$ cat src/rtl/id_hazard_scoreboard.sv
// id_hazard_scoreboard: tracks in-flight writers in EX/MEM/WB and stalls ID on unforwardable operands.
// Define STALL_PERF_CNT_EN to add the StallCycles performance counter output.
module id_hazard_scoreboard #(
    parameter int REG_AW      = 5,
    parameter int STALL_LIMIT = 15
) (
    input  logic              Clk,
    input  logic              Reset,
    input  logic              ID_Valid,
    input  logic [REG_AW-1:0] ID_Rs,
    input  logic [REG_AW-1:0] ID_Rt,
    input  logic              ID_UsesRs,
    input  logic              ID_UsesRt,
    input  logic              ID_RegWrite,
    input  logic [REG_AW-1:0] ID_Dst,
    input  logic              ID_IsLoad,
    input  logic              Flush,
    output logic              Stall,
    output logic              EXMEM_RegisterWrite,
    output logic [REG_AW-1:0] EXMEM_RegisterRd,
    output logic              MEMWB_RegisterWrite,
    output logic [REG_AW-1:0] MEMWB_RegisterRd,
    output logic              StallErr
`ifdef STALL_PERF_CNT_EN
    ,output logic [31:0]      StallCycles
`endif
);
    localparam logic [3:0] LIM = 4'(STALL_LIMIT);
    logic              ex_v, ex_ld, mem_v, mem_ld, wb_v, err, ma, mb, iss;
    logic [REG_AW-1:0] ex_dst, mem_dst, wb_dst;
    logic [3:0]        cnt, cnt_nxt;
    assign ma = ID_Valid & ID_UsesRs & (ID_Rs != '0);
    assign mb = ID_Valid & ID_UsesRt & (ID_Rt != '0);
    // EX producers are never forwardable to ID; MEM producers only when not a load
    assign Stall = ~Flush & ((ma & ex_v & (ex_dst == ID_Rs)) | (mb & ex_v & (ex_dst == ID_Rt)) |
                             (ma & mem_v & mem_ld & (mem_dst == ID_Rs)) |
                             (mb & mem_v & mem_ld & (mem_dst == ID_Rt)));
    assign iss = ID_Valid & ID_RegWrite & (ID_Dst != '0) & ~Flush & ~Stall;
    assign cnt_nxt = Stall ? ((cnt == 4'hF) ? cnt : cnt + 4'd1) : 4'd0;
    assign EXMEM_RegisterWrite = mem_v;
    assign EXMEM_RegisterRd    = mem_dst;
    assign MEMWB_RegisterWrite = wb_v;
    assign MEMWB_RegisterRd    = wb_dst;
    assign StallErr            = err;
    always_ff @(posedge Clk) begin
        if (Reset) begin
            ex_v    <= 1'b0;
            ex_dst  <= '0;
            ex_ld   <= 1'b0;
            mem_v   <= 1'b0;
            mem_dst <= '0;
            mem_ld  <= 1'b0;
            wb_v    <= 1'b0;
            wb_dst  <= '0;
            cnt     <= 4'd0;
            err     <= 1'b0;
        end else begin
            ex_v    <= iss;
            ex_dst  <= iss ? ID_Dst : '0;
            ex_ld   <= iss & ID_IsLoad;
            mem_v   <= ex_v;
            mem_dst <= ex_dst;
            mem_ld  <= ex_ld;
            wb_v    <= mem_v;
            wb_dst  <= mem_dst;
            cnt     <= cnt_nxt;
            err     <= err | (Stall & (cnt_nxt >= LIM));
        end
    end
`ifdef STALL_PERF_CNT_EN
    always_ff @(posedge Clk) begin
        if (Reset) StallCycles <= 32'd0;
        else if (Stall) StallCycles <= StallCycles + 32'd1;
    end
`endif
endmodule

$ cat config.mk
export PLATFORM = sky130hd
export DESIGN_NAME = id_hazard_scoreboard
export DESIGN_NICKNAME = d
export VERILOG_FILES = /design/src/rtl/id_hazard_scoreboard.sv
export SDC_FILE = /design/constraint.sdc
export NUM_CORES = 1
export LEC_CHECK = 0
export CORE_ASPECT_RATIO = 1.25
export CORE_MARGIN = 2
export CORE_UTILIZATION = 40
export CTS_CLUSTER_SIZE = 20
export DETAILED_ROUTE_END_ITERATION = 10
export GPL_TIMING_DRIVEN = 0
export PLACE_DENSITY = 0.71
export SYNTH_ARGS = -nofsm -noshare
export SYNTH_HDL_FRONTEND = slang
export SYNTH_SLANG_ARGS = --single-unit
$ cat constraint.sdc
create_clock -name Clk -period 4.15 [get_ports Clk]
set_clock_uncertainty 0.15 [all_clocks]
set_input_delay 0.6225 -clock Clk [delete_from_list [all_inputs] [get_ports Clk]]
set_output_delay 0.6225 -clock Clk [all_outputs]
set_load 0.005 [all_outputs]
=== After elaboration in Yosys (flattened, before gate mapping) ===
Index checks and enable logic that the tools add are counted.

* Bits in registers: 25
* Output and inout bits: 14

* Equality and inequality tests: 5
* Multiplexer cells: 2
* Reductions and logical operators: 4
* Add/sub/neg operators: 1
* $lt $le $gt $ge: 1
* Bitwise operators: 28

{| class="wikitable"
|+ Operators by type and width
! kind !! count
|-
| $and 1x1->1 || 21
|-
| $eq 5x5->1 || 4
|-
| $reduce_bool 5->1 || 3
|-
| $mux 4 || 2
|-
| $add 4x1->4 const B || 1
|-
| $eq 4x4->1 const B || 1
|-
| $ge 4x4->1 const B || 1
|-
| $or 1x1->1 || 4
|-
| $not 1->1 || 3
|-
| $reduce_or 2->1 || 1
|}

=== Depth between registers and ports, before layout ===
Gate-level depths: netlist of run 1.

* Depth after elaboration: 12
* Mapped depth: 6
* Gate-level depth less buffers: 6

=== Least setup slack after synthesis of run 1 ===
OpenSTA, ideal clock, no wires.

* Path kind: input to output
* Start: input ID_Rs[1]
* End: output Stall
* Data required time: 3.377 ns
* Setup slack: 1.752 ns
* Buffers on the path: 0
* Arrival time: 1.626 ns
* Cell stages on the path: 5
* Cells stage by stage: or4_4 > nor2_2 > nor4_2 > o21ai_4 > a21oi_4

* Cells in the longest elaborated chain, start to end: 8

{| class="wikitable"
|+ Ends and longest elaborated chain
! what !! RTL line !! source
|-
| start: declaration || 10 || <nowiki>input logic [REG_AW-1:0] ID_Rs,</nowiki>
|-
| $reduce_bool 5->1 || 32 || <nowiki>assign ma = ID_Valid & ID_UsesRs & (ID_Rs != '0);</nowiki>
|-
| $and 1x1->1 || 32 ||
|-
| $and 1x1->1 (on tied branches) (2 in a row) || 35, 36 ||
|-
| $or 1x1->1 or $and 1x1->1 (tied branches) || 35, 36 ||
|-
| $or 1x1->1 * || 35 || <nowiki>assign Stall = ~Flush & ((ma & ex_v & (ex_dst == ID_Rs)) | (mb & ex_v & (ex_dst == ID_Rt)) |</nowiki>
|-
| $or 1x1->1 * || 36 || <nowiki>(ma & mem_v & mem_ld & (mem_dst == ID_Rs)) |</nowiki>
|-
| $and 1x1->1 * || 35 ||
|-
| end: declaration || 18 || <nowiki>output logic Stall,</nowiki>
|}

Every way passes the cells marked *; elsewhere a longest branch is shown, timed or not.

=== Worst setup path in the final report of run 1 ===
Ends and elaborated chain as after synthesis.

==> results_dict.tcl, run 1 <==
set metrics [dict create \
    grt_pass1_vias 917 \
    netlist_instances 111 \
    yosys_register_bits 25 \
    remaining_number_of_nets_flagged_by_the_antenna_check_after_routing 0 \
    post_cts_setup_buffer_count 0 \
    run_status "finished, final reports clean" \
    ys_async_sr_fraction_pct 0 \
    numClockSinks 25 \
    finalNonFillerCells 185 \
    floorplan.initialDensity_pct 42.5 \
    finalPower_uw 400 \
    final_period_minus_worst_setup_slack_ps 3560 \
    number_of_endpoints_with_negative_hold_slack_in_the_final_report 0 \
    cap_violations 0 \
    port_buffers 36 \
    root_buf_cell "sky130_fd_sc_hd__clkbuf_4" \
    fin_crit_sh_pct 85.8 \
    grt_ovf 0 \
    area_growth_pct 37.4 \
    setup_violating_endpoint_count_in_the_final_report 0 \
    num_vias 945 \
    timing.critical_path.fanout_max 4 \
    sequential_cell_area_um2 500 \
    cts_resized 0 \
    critPathKind "in -> out" \
    synth_fp_nets 135 \
    grt_first_pass_wirelength_mm 4.07 \
    powerDensity_mw_per_mm2 253 \
    setup_slack_ps 590 \
    post_synthesis_cell_type_count 31 \
    critPathCaptureType "output pin" \
    detail_route.wl_per_cell_um 13.2 \
    drt-initial-drc-count 22 \
    grt.total_usage_pct 16.0 \
    grt_max_degree 15 \
    nets 176 \
    final-max-slew-violation-count 0 \
    synth_enable_flop_cells 0 \
    total_neg_setup_slack_ps 0 \
    pre_cts_slack_ps 617 \
    routability_cong 0.841 \
    unrepaired_setup_endpoints_after_global_routing "no" \
    chipWidth_um 52.0 \
    max_slew.worst_pin.slew_ps 517 \
    synthesis.area_per_instance_um2 10.4 \
    place.detailed.instances 181 \
    tritoncts "built" \
    synth_seq_area_share_pct 43.5 \
    leakage_nw 0.541 \
    critPathRequiredTime_ps 3380 \
    die_y_um 63.9 \
    ys.flop_type "sky130_fd_sc_hd__dfxtp_1" \
    final_design_area_no_fill_mm2 0.00158 \
    final_layout_size_suffix_gt1_share_pct 11.3 \
    post_cts_hold_buffer_count 0 \
    num_antenna_cells 0 \
    cts.htree.levels 1 \
    drt_drc_violations_left 0 \
    clk_pin_slew_worst_setup_hold_paths_ps 130 \
    clock_path_buffers 2 \
    worst_slew_margin_rel_pct 65.2 \
    placed_standard_cell_area_mm2 0.00155 \
    core_region_area_mm2 0.00271 \
    core.rowCount 21 \
    route.final.wire_length_mm 2.45 \
    critPathArrivalTime_ps 2790 \
    antenna_found_initial 0 \
    cts_buffers 3 \
    hp-class "reg -> reg" \
    place_hpwl_mm 1.97 \
    n_fill_cell 241 \
    vdd_drop_max_mv 0.131 \
    multi_input_combinational_cell_area_um2 638 \
    cp-start-kind "primary input" \
    first_pass_iters 4 \
    synthesis.area_mm2 0.00115 \
    maxClockFrequency_ghz 0.281 \
    avgViaCountPerCell 5.11 \
    clk_latency_ps 310 \
    design.portCount 37 \
    synth-warning-count 0 \
    die_area_mm2 0.00332 \
]
placed cells by master (no fill, tap or decap), drive strengths merged, types with 2 or more instances in the layout:
cell,instances
mux2i,2
nor3,4
or4,2
nand4,7
and2,2
nor4,2
nor2,5
clkdlybuf4s50,36
nand3,2
clkbuf,4
nand2,3
xnor2,21
dfxtp,25
nor2b,14
and3,6
inv,2
o21ai,2
a211oi,2
state kept, by name (all words and copies together) (netlist names):
signal / count
EXMEM_RegisterRd: 5
MEMWB_RegisterRd: 5
ex_dst: 5
cnt: 4
EXMEM_RegisterWrite: 1
MEMWB_RegisterWrite: 1
StallErr: 1
ex_ld: 1
ex_v: 1
mem_ld: 1
synth_stat cells (2+ instances only):
cell                       instances  area (um2)
sky130_fd_sc_hd__and2_1            2        12.5
sky130_fd_sc_hd__nand3_1           2        10.0
sky130_fd_sc_hd__nor2_1            3        11.3
sky130_fd_sc_hd__inv_1             2        7.51
sky130_fd_sc_hd__xnor2_1          21         184
sky130_fd_sc_hd__nand2_1           3        11.3
sky130_fd_sc_hd__a211oi_1          2        15.0
sky130_fd_sc_hd__dfxtp_1          25         500
sky130_fd_sc_hd__mux2i_1           2        20.0
sky130_fd_sc_hd__nand4_1           7        43.8
sky130_fd_sc_hd__nor3_1            4        20.0
sky130_fd_sc_hd__nor2b_1          14        87.6
sky130_fd_sc_hd__and3_2            5        37.5
sky130_fd_sc_hd__nor2_2            2        12.5
metal layers:
| layer | share of wire [%] | vias to the layer above | global-route usage [%] |
|---|---|---|---|
| met4 | 0.61 | 0 | 5.92 |
| met1 | 45 | 446 | 19.4 |
| met3 | 5.0 | 2 | 3.04 |
| met5 | 0 | - | 0 |
| met2 | 50 | 23 | 27.4 |
| li1 | - | 474 | - |
cell families (layout without fill, tap and decap cells):
family                   Yosys count  in the layout  synth area share, %
XOR/XNOR                          22             22                 16.8
adder cells (fa/ha/maj)            1              1                 1.09
AO/OA/AOI/OAI                      8              8                 8.71
buffers and inverters              3             43                0.979
flip-flops                        25             25                 43.5
AND/OR/NAND/NOR                   50             50                 27.2
multiplexers                       2              2                 1.74
cell type report:
class | count | area share (%)
buffer | 1 | 0.238
clock buffer | 3 | 1.43
clock inverter | 1 | 0.317
inverter | 2 | 0.475
multi-input combinational | 83 | 40.4
sequential | 25 | 31.7
tap | 34 | 2.69
timing repair buffer | 36 | 22.8
power by group:
group	internal (mW)	switching [mW]
clock	0.0360	0.0691
combinational	0.0314	0.0193
sequential	0.242	0.00224
total	0.310	0.0906
critical path: stages:
cell	delay, ps
sky130_fd_sc_hd__clkdlybuf4s50_1	560
sky130_fd_sc_hd__xnor2_1	140
sky130_fd_sc_hd__nand4_1	110
sky130_fd_sc_hd__nor4_1	460
sky130_fd_sc_hd__nor2_2	110
sky130_fd_sc_hd__a21oi_4	230
sky130_fd_sc_hd__clkdlybuf4s50_1	540
stage by stage:
stage / utilization [%] / hold WS [ps]
after floorplan: - / 264
after CTS: 58.4 / 312
after detailed placement: 57.4 / 284
after global placement: 57.4 / 283
final: 58.4 / 313
after global routing: 58.4 / 334
worst paths after layout:
kind,depth (start not counted),start,slack (ps),to
max,7,ID_Rs[1],590,Stall
max reg2reg,6,EXMEM_RegisterRd[2]$_SDFF_PP0_,2050,cnt[2]$_SDFF_PP0_
min,1,ex_ld$_SDFF_PP0_,310,mem_ld$_SDFF_PP0_
min reg2reg,1,ex_ld$_SDFF_PP0_,310,mem_ld$_SDFF_PP0_
Note: power is estimated with default switching activity, not from simulation.
==> inputs of run 2 (changes only) <==
Settings changed: CORE_MARGIN 2 to 4, SLEW_MARGIN from default to 40.
==> run 2 against run 1 <==
Against the previous run: hold slack lost 0.57 ps; die area grew 14%; sequential share of layout area is the same; clock-buffer cell count is the same; wire length grew 4.1%; largest cell class unchanged; largest power group unchanged.
==> results_dict.tcl, run 2 (synthesis results as in run 1) <==
set metrics [dict create \
    port_buffers 36 \
    core.rowCount 21 \
    number_of_endpoints_with_negative_hold_slack_in_the_final_report 0 \
    timing.hold.worst_path_depth 1 \
    post_cts_hold_buffer_count 0 \
    num_vias 943 \
    first_pass_iters 4 \
    clk_pin_slew_worst_setup_hold_paths_ps 130 \
    grt_pass1_vias 919 \
    final_period_minus_worst_setup_slack_ps 3600 \
    whs_ps 312 \
    cp-start-kind "primary input" \
    critPathRequiredTime_ps 3380 \
    drt_drc_violations_left 0 \
    total_neg_setup_slack_ps 0 \
    tritoncts "built" \
    avgViaCountPerCell 5.10 \
    post_cts_setup_buffer_count 0 \
    r2r-end "cnt[2]$_SDFF_PP0_" \
    place.detailed.instances 181 \
    cts_resized 0 \
    design.portCount 37 \
    root_buf_cell "sky130_fd_sc_hd__clkbuf_4" \
    setup_violating_endpoint_count_in_the_final_report 0 \
    r2r_setup_slack_ps 2050 \
    num_antenna_cells 0 \
    leakage_nw 0.541 \
    floorplan.initialDensity_pct 42.5 \
    grt_ovf 0 \
    grt.total_usage_pct 14.1 \
    worstHoldEndpoint "mem_ld$_SDFF_PP0_" \
    remaining_number_of_nets_flagged_by_the_antenna_check_after_routing 0 \
    final_layout_size_suffix_gt1_share_pct 11.3 \
    timing.critical_path.fanout_max 4 \
    layout.cells.most_common "sky130_fd_sc_hd__clkdlybuf4s50_1" \
    chipWidth_um 56.0 \
    setup_slack_ps 552 \
    critPathKind "in -> out" \
    clk_latency_ps 310 \
    placed_standard_cell_area_mm2 0.00155 \
    layout_common_cells "sky130_fd_sc_hd__clkdlybuf4s50_1 (36), sky130_fd_sc_hd__dfxtp_1 (25), sky130_fd_sc_hd__xnor2_1 (21)" \
    numClockSinks 25 \
    powerDensity_mw_per_mm2 253 \
    final-max-slew-violation-count 0 \
    cap_violations 0 \
    fin_crit_sh_pct 86.7 \
    finalNonFillerCells 185 \
    run_status "finished, final reports clean" \
    antenna_found_initial 0 \
    vdd_drop_max_mv 0.151 \
    die_y_um 67.9 \
    critPathArrivalTime_ps 2830 \
    grt_max_degree 15 \
    detail_route.wl_per_cell_um 13.8 \
    critPathCaptureType "output pin" \
    n_fill_cell 236 \
    hp-start "ex_ld$_SDFF_PP0_" \
    cts.htree.levels 1 \
    finalPower_uw 400 \
    unrepaired_setup_endpoints_after_global_routing "no" \
    max_slew.worst_pin.slew_ps 541 \
    pre_cts_slack_ps 615 \
    grt_first_pass_wirelength_mm 4.22 \
    area_growth_pct 37.4 \
    die_area_mm2 0.00380 \
    crit-reg2reg-launch "ex_dst[3]$_SDFF_PP0_" \
    drt-initial-drc-count 26 \
    worst_slew_margin_rel_pct 63.6 \
    core_region_area_mm2 0.00271 \
    cts_buffers 3 \
    worst_reg_to_reg_path_cell_count 6 \
    route.final.wire_length_mm 2.55 \
    place_hpwl_mm 2.08 \
    final_design_area_no_fill_mm2 0.00158 \
    routability_cong 0.893 \
    nets 176 \
    hp-class "reg -> reg" \
    maxClockFrequency_ghz 0.278 \
    utilization_pct 58.4 \
    clock_path_buffers 2 \
]
run 2: cell counts in the layout (fill, tap and decap cells not counted):
Identical to the previous run, type by type.
run 2: layer usage:
metal | vias to the layer above | global-route usage (%) | share of wire [%]
li1 | 468 | - | -
met1 | 439 | 15.4 | 42
met2 | 32 | 26.8 | 50
met3 | 4 | 2.83 | 6.3
met4 | 0 | 6.23 | 1.6
met5 | - | 0 | 0
run 2: how the worst max path moves through the flow:
stage | startpoint | endpoint | slack, ps
2_1_floorplan | ID_Rs[1] | Stall | 1750
3_3_place_gp | ID_Rs[0] | Stall | 610
3_5_place_dp | ID_Rs[1] | Stall | 620
4_1_cts | ID_Rs[1] | Stall | 540
5_1_grt | ID_Rs[1] | Stall | 410
6_report | ID_Rs[1] | Stall | 550
run 2: cell type report:
cell class	count	area, um2	share of cell area [%]
Inverter	2	7.51	0.475
Tap cell	34	42.5	2.69
Timing Repair Buffer	36	360	22.8
Sequential cell	25	500	31.7
Clock buffer	3	22.5	1.43
Multi-Input combinational cell	83	638	40.4
Clock inverter	1	5.00	0.317
Buffer	1	3.75	0.238
run 2: critical path, stage by stage:
cell	delay, ps
sky130_fd_sc_hd__clkdlybuf4s50_1	560
sky130_fd_sc_hd__xnor2_1	140
sky130_fd_sc_hd__nand4_1	110
sky130_fd_sc_hd__nor4_1	490
sky130_fd_sc_hd__nor2_2	120
sky130_fd_sc_hd__a21oi_4	230
sky130_fd_sc_hd__clkdlybuf4s50_1	540
run 2: report_power, final:
part	internal, mW	switching [mW]	total (mW)
Clock	0.0360	0.0679	0.104
Sequential	0.242	0.00218	0.245
Combinational	0.0314	0.0197	0.0511
